$ cat src/rtl/wb_dma_wb_slv_if.sv
// rtl/wb_dma_wb_slv_if.sv - DMA WISHBONE slave port: register-file decode or master pass-through.
// Optional pass-through watchdog enabled by defining WB_DMA_SLV_PT_TIMEOUT_EN.
module wb_dma_wb_slv_if #(
    parameter logic [3:0] RF_ADDR = 4'h0,
    parameter logic [7:0] PT_TO   = 8'd64
) (
    input  logic        clk,
    input  logic        rst,
    input  logic [31:0] wb_data_i,
    output logic [31:0] wb_data_o,
    input  logic [31:0] wb_addr_i,
    input  logic [3:0]  wb_sel_i,
    input  logic        wb_we_i,
    input  logic        wb_cyc_i,
    input  logic        wb_stb_i,
    output logic        wb_ack_o,
    output logic        wb_err_o,
    output logic        wb_rty_o,
    input  logic        pt_en_i,
    output logic [7:0]  slv_adr,
    output logic [31:0] slv_din,
    input  logic [31:0] slv_dout,
    output logic        slv_re,
    output logic        slv_we,
    output logic        pt_sel,
    output logic [70:0] slv_pt_out,
    input  logic [34:0] slv_pt_in
);

    typedef enum logic [2:0] {
        IDLE   = 3'd0,
        RF_STB = 3'd1,
        RF_ACK = 3'd2,
        ERR    = 3'd3,
        PT     = 3'd4
    } state_e;

    state_e      state_q, state_d;
    logic [7:0]  adr_q, adr_d;
    logic [31:0] din_q, din_d;
    logic [31:0] rdata_q, rdata_d;
    logic        we_q, we_d;

    logic        req, rf_hit, rf_ok;
    logic [31:0] pt_data;
    logic        pt_ack, pt_err, pt_rty, pt_resp;
    logic        pt_timeout;

    assign req     = wb_cyc_i & wb_stb_i;
    assign rf_hit  = (wb_addr_i[31:28] == RF_ADDR);
    assign rf_ok   = (wb_sel_i == 4'hf) | ~wb_we_i;
    assign {pt_data, pt_ack, pt_err, pt_rty} = slv_pt_in;
    assign pt_resp = pt_ack | pt_err | pt_rty;

`ifdef WB_DMA_SLV_PT_TIMEOUT_EN
    // Counter sits at zero outside PT, so it is already clear on entry.
    logic [7:0] to_cnt_q, to_cnt_d;

    always_comb begin
        to_cnt_d = 8'd0;
        if (state_q == PT) begin
            to_cnt_d = to_cnt_q + 8'd1;
        end
    end

    always_ff @(posedge clk or posedge rst) begin
        if (rst) begin
            to_cnt_q <= 8'd0;
        end else begin
            to_cnt_q <= to_cnt_d;
        end
    end

    assign pt_timeout = (state_q == PT) & (to_cnt_q == PT_TO - 8'd1);
`else
    logic [7:0] pt_to_unused;
    assign pt_to_unused = PT_TO;
    assign pt_timeout   = 1'b0;
`endif

    always_comb begin
        state_d = state_q;
        adr_d   = adr_q;
        din_d   = din_q;
        we_d    = we_q;
        rdata_d = rdata_q;
        case (state_q)
            IDLE: begin
                if (req) begin
                    if (rf_hit && rf_ok) begin
                        state_d = RF_STB;
                        adr_d   = wb_addr_i[9:2];
                        din_d   = wb_data_i;
                        we_d    = wb_we_i;
                    end else if (rf_hit) begin
                        state_d = ERR;
                    end else if (pt_en_i) begin
                        state_d = PT;
                    end else begin
                        state_d = ERR;
                    end
                end
            end
            RF_STB: begin
                rdata_d = slv_dout;
                state_d = wb_cyc_i ? RF_ACK : IDLE;
            end
            RF_ACK: state_d = IDLE;
            ERR:    state_d = IDLE;
            PT: begin
                // A response on the timeout edge is forwarded and wins.
                if (!wb_cyc_i || pt_resp) begin
                    state_d = IDLE;
                end else if (pt_timeout) begin
                    state_d = ERR;
                end
            end
            default: state_d = IDLE;
        endcase
    end

    always_ff @(posedge clk or posedge rst) begin
        if (rst) begin
            state_q <= IDLE;
            adr_q   <= 8'd0;
            din_q   <= 32'd0;
            rdata_q <= 32'd0;
            we_q    <= 1'b0;
        end else begin
            state_q <= state_d;
            adr_q   <= adr_d;
            din_q   <= din_d;
            rdata_q <= rdata_d;
            we_q    <= we_d;
        end
    end

    assign pt_sel     = (state_q == PT);
    assign slv_re     = (state_q == RF_STB) & ~we_q;
    assign slv_we     = (state_q == RF_STB) & we_q;
    assign slv_adr    = adr_q;
    assign slv_din    = din_q;
    assign slv_pt_out = {wb_data_i, wb_addr_i, wb_sel_i, wb_we_i, wb_cyc_i, wb_stb_i};

    // Master responses are prioritised so at most one strobe ever reaches the bus.
    assign wb_ack_o  = pt_sel ? (pt_ack & wb_cyc_i)
                              : ((state_q == RF_ACK) & wb_cyc_i);
    assign wb_err_o  = pt_sel ? (pt_err & ~pt_ack & wb_cyc_i)
                              : (state_q == ERR);
    assign wb_rty_o  = pt_sel & pt_rty & ~pt_ack & ~pt_err & wb_cyc_i;
    assign wb_data_o = pt_sel ? pt_data : rdata_q;

endmodule
$ cat config.mk
export PLATFORM = sky130hd
export DESIGN_NAME = wb_dma_wb_slv_if
export DESIGN_NICKNAME = d
export VERILOG_FILES = /design/src/rtl/wb_dma_wb_slv_if.sv
export SDC_FILE = /design/constraint.sdc
export NUM_CORES = 1
export LEC_CHECK = 0
export CORE_AREA = 4 4 110 112
export DETAILED_ROUTE_END_ITERATION = 6
export DIE_AREA = 0 0 114 116
export DONT_BUFFER_PORTS = 1
export PLACE_DENSITY = 0.53
export REMOVE_ABC_BUFFERS = 1
export SLEW_MARGIN = 25
export SYNTH_ARGS = -nofsm -noshare
export SYNTH_HDL_FRONTEND = slang
export SYNTH_SLANG_ARGS = --single-unit
$ cat constraint.sdc
create_clock -name clk -period 4.7 [get_ports clk]
set_clock_uncertainty 0.05 [all_clocks]
set_input_delay 1.41 -clock clk [delete_from_list [all_inputs] [get_ports clk]]
set_output_delay 1.41 -clock clk [all_outputs]
set_load 0.05 [all_outputs]
# Word level (Yosys, flattened, before mapping)
# Index checks and enable logic that the tools add are counted.
# classes
n_mul	0
order_cmp	0
mux	10
n_eq_ne	7
reduce_logical	7
bitwise	18
addsub	0
n_shift	0
div_mod_pow	0
# op_table
op	n
two-way mux 32 bit	1
two-way mux 3 bit	5
bitwise AND 1 bit	11
one-hot mux 3 bit (3 select lines)	1
== test 3 x 2 -> 1 bit (second input constant)	2
== test 4 bit (second input constant)	1
logical NOT 4 bit	1
inverter 1 bit	4
== test 3 x 1 -> 1 bit (second input constant)	1
== test 3 bit (second input constant)	1
logical NOT 3 bit	1
OR 1 bit	3
AND reduction 3 bit	1
two-way mux 1 bit	2
two-way mux 2 bit	1
inequality test 2 x 1 -> 1 bit (second input constant)	1
inequality test 2 bit (second input constant)	1
AND reduction 2 bit	1
logical AND 1 bit	1
logical NOT 1 bit	1
logical OR 1 bit	1
# word_totals
register_bits	76
output_inout_bits	149
latch_bits	0
ram_bits	0
rom_bits	0
word_cells	47
n_memories	0

# Logic depth before layout (Yosys ltp)
# logic_depth
depth_word	6
ltp_mapped	6
depth_no_buf	3

# Least setup slack after synthesis
# Ideal clock, no wire load.
# synth_timing
path_kind	reg2out
startpoint	reg state_q[1]
endpoint	out wb_rty_o
required_ns	3.240
n_path_buf	2
arrival_time_ns	2.950
setup_slack_ns	0.290
stages_incl_launch_ff	6
path_cell_list	dfrtp_1 buf_6 nor3b_2 clkbuf_1 nand3b_1 nor3b_1
# synth_via
elab_chain_cells	5
# synth_rtl
element	line_no	text
start: declaration	38	state_e state_q, state_d;
start signal: assignment	130	state_q <= state_d;
== test 3 bit	138	assign pt_sel = (state_q == PT);
named net pt_sel	25	output logic pt_sel,
bitwise AND 1 bit (4 in a row)	150	assign wb_rty_o = pt_sel & pt_rty & ~pt_ack & ~pt_err & wb_cyc_i;
end: declaration	18	output logic wb_rty_o,
# The timed path passes the listed nets, and every way through them passes these cells.

# Worst setup path after layout
# layout_timing
startpoint	reg state_q[2]
endpoint	out wb_data_o[27]
# layout_via
elab_chain_cells	2
# layout_rtl
element	line_no	text
== test 3 bit	138	
named net pt_sel	25	
two-way mux 32 bit	151	assign wb_data_o = pt_sel ? pt_data : rdata_q;
end: declaration	10	output logic [31:0] wb_data_o,
# The timed path passes the listed nets, and every way through them passes these cells.

==> flow_summary.yaml <==
sta:
  worst_pin_slew_ns: 0.781
  achievable-frequency_ghz: 0.276
  hold_violations: 0
  slew_headroom: 0.479
  rsz0062_at_grt: "no"
  period_share: 0.771
  fin_ws_ns: 1.08
  period_needed_ns: 3.62
  drv_slew: 0
  fin_setup_tns_ns: 0
  setup_viol: 0
power:
  ir_drop_mv: 0.240
  p_leak_nw: 1.73
  p_per_area_nw_per_um2: 638
cts:
  numCtsBuffers: 9
  clock-root-buffer: "clkbuf_16"
  htreeDepth: 3
  worstSkewPairLatency_ns: 0.33
  clk_pin_slew_ns: 0.06
  cts-resized-gates: 0
  postCtsHoldBufs: 0
  clock_sinks: 76
  cts_setup_buffers: 0
  cts_buffer_depth: 2
  tritoncts: "built"
grt:
  grt_use_total: 0.136
  antenna_found_initial: 0
  grt_overflow: 0
  grt_max_degree: 47
  grt_first_pass_wirelength_mm: 13.2
  grt_pass1_vias: 2116
route:
  via_count: 1976
  first_pass_iters: 4
  drc: 0
  drt_iter0_drc: 40
  via_per_inst: 5.21
  ant_nets: 0
  routedWlPerCell_um: 24.2
  finalWirelength_mm: 9.18
setup_path:
  crit_end: "wb_data_o[27]"
  worstSetupPathType: "register to output port"
  cp.required_ns: 3.24
  r2r_slack_ns: 2.13
  r2r_end: "slv_din[1]"
  rr_startpoint: "state_q[1]"
  crit_fanout: 33
  crit_arrival_ns: 2.16
  crit_path_end_kind: "output port"
  rr_worst_depth: 4
  start_kind: "register"
  crit_start: "state_q[2]"
placement:
  gp_congestion: 0.690
  dp_hpwl_mm: 7.20
  place_ws_ns: 1.14
  numPortBuffers: 0
  place_area_sq_um: 3730
yosys:
  yosysUniqueCellTypes: 29
  netlist_instances: 298
  synth_warnings: 0
  synthFlopType: "dfrtp_1"
  synth-edff-count: 0
  synth-seq-cells: 76
  avgSynthCellArea_sq_um: 13.8
  ys_async_sr_fraction: 1.00
  ys_seq_area_frac: 0.463
  syn_area_sq_um: 4100
floorplanning:
  die_w_um: 114
  start_util: 0.366
  core_area_sq_um: 11200
  io_pins: 290
  die_area_sq_um: 13200
  rows: 39
  die_h_um: 116
finish:
  final_cell_mix: "dfrtp_1, mux2_2, mux2_4"
  fin_nets: 373
  layout_commonest_cell: "dfrtp_1"
  seq_area_sq_um: 1900
  drive_gt1_frac: 0.572
  fillers: 1088
  n_antenna_cell: 0
  area_growth_pct: -2.26
  multi_input_area_sq_um: 1580
  finalInstanceArea_sq_um: 4010
hold_path:
  hp-class: "register to register"
flow_run:
  maxCapViolCount: 0
status:
  status: "completed"
## final cells by class
class | instances | area share
clock buffers | 10 | 0.0596
inverters | 3 | 0.00312
clock inverters | 5 | 0.00936
flip-flops and latches | 76 | 0.474
well taps | 143 | 0.0446
repair buffers | 8 | 0.0150
multi-input cells | 134 | 0.394
## worst min path at each step
stage / startpoint / to / depth (start not counted)
final: rdata_q[10] / rdata_q[10] / 1
after global routing: rdata_q[27] / rdata_q[27] / 1
after CTS: rdata_q[5] / rdata_q[5] / 1
after detailed placement: rdata_q[5] / rdata_q[5] / 1
after global placement: rdata_q[5] / rdata_q[5] / 1
after floorplan: rdata_q[0] / rdata_q[0] / 1
## through the flow
| stage | utilization | power [mW] | instances | hold WS [ns] |
|---|---|---|---|---|
| global route | 0.357 | 2.68 | 379 | 0.473 |
| finish | 0.357 | 2.56 | 379 | 0.451 |
| detailed placement | 0.333 | 1.95 | 364 | 0.443 |
| CTS | 0.357 | 2.60 | 379 | 0.457 |
| global placement | 0.333 | 1.94 | 364 | 0.435 |
| floorplan | - | 1.86 | 213 | 0.427 |
## Yosys cell counts, drive strengths merged, types with 2 or more instances
cell type,instances,area (sq um)
inv,3,11.3
a2111oi,3,45.1
buf,78,606
nor4,2,12.5
dfrtp,76,1900
nand2,2,7.51
nor2,2,7.51
or3,2,12.5
nand3b,2,15.0
mux2,105,1330
clkbuf,7,26.3
nor3b,4,40.0
## critical path: stages, from the launching register on
cell	delay, ns
dfrtp_1	0.51
nor3b_4	0.27
buf_4	0.48
mux2_2	0.53
## cells by family after synthesis
kind of cell | share of synthesized area
compound gates | 0.0195
buf+inv | 0.157
flops | 0.463
simple gates | 0.0357
mux | 0.325
## registers in the layout (all words and copies together) (netlist names)
register  cells
rdata_q      32
slv_adr       8
slv_din      32
state_q       3
we_q          1
## layer usage
layer | global-route usage | share of wire
met1 | 0.145 | 0.33
met4 | 0.0467 | 0.015
met2 | 0.197 | 0.46
met5 | 0.0444 | 0.0090
met3 | 0.114 | 0.18
## power by group
part           internal [mW]  switching, mW  total [mW]
clock network          0.370          0.263       0.633
logic                  0.266          0.559       0.825
registers              0.819          0.280        1.10
total                   1.46           1.10        2.56
Note: power is estimated with default switching activity, not from simulation.
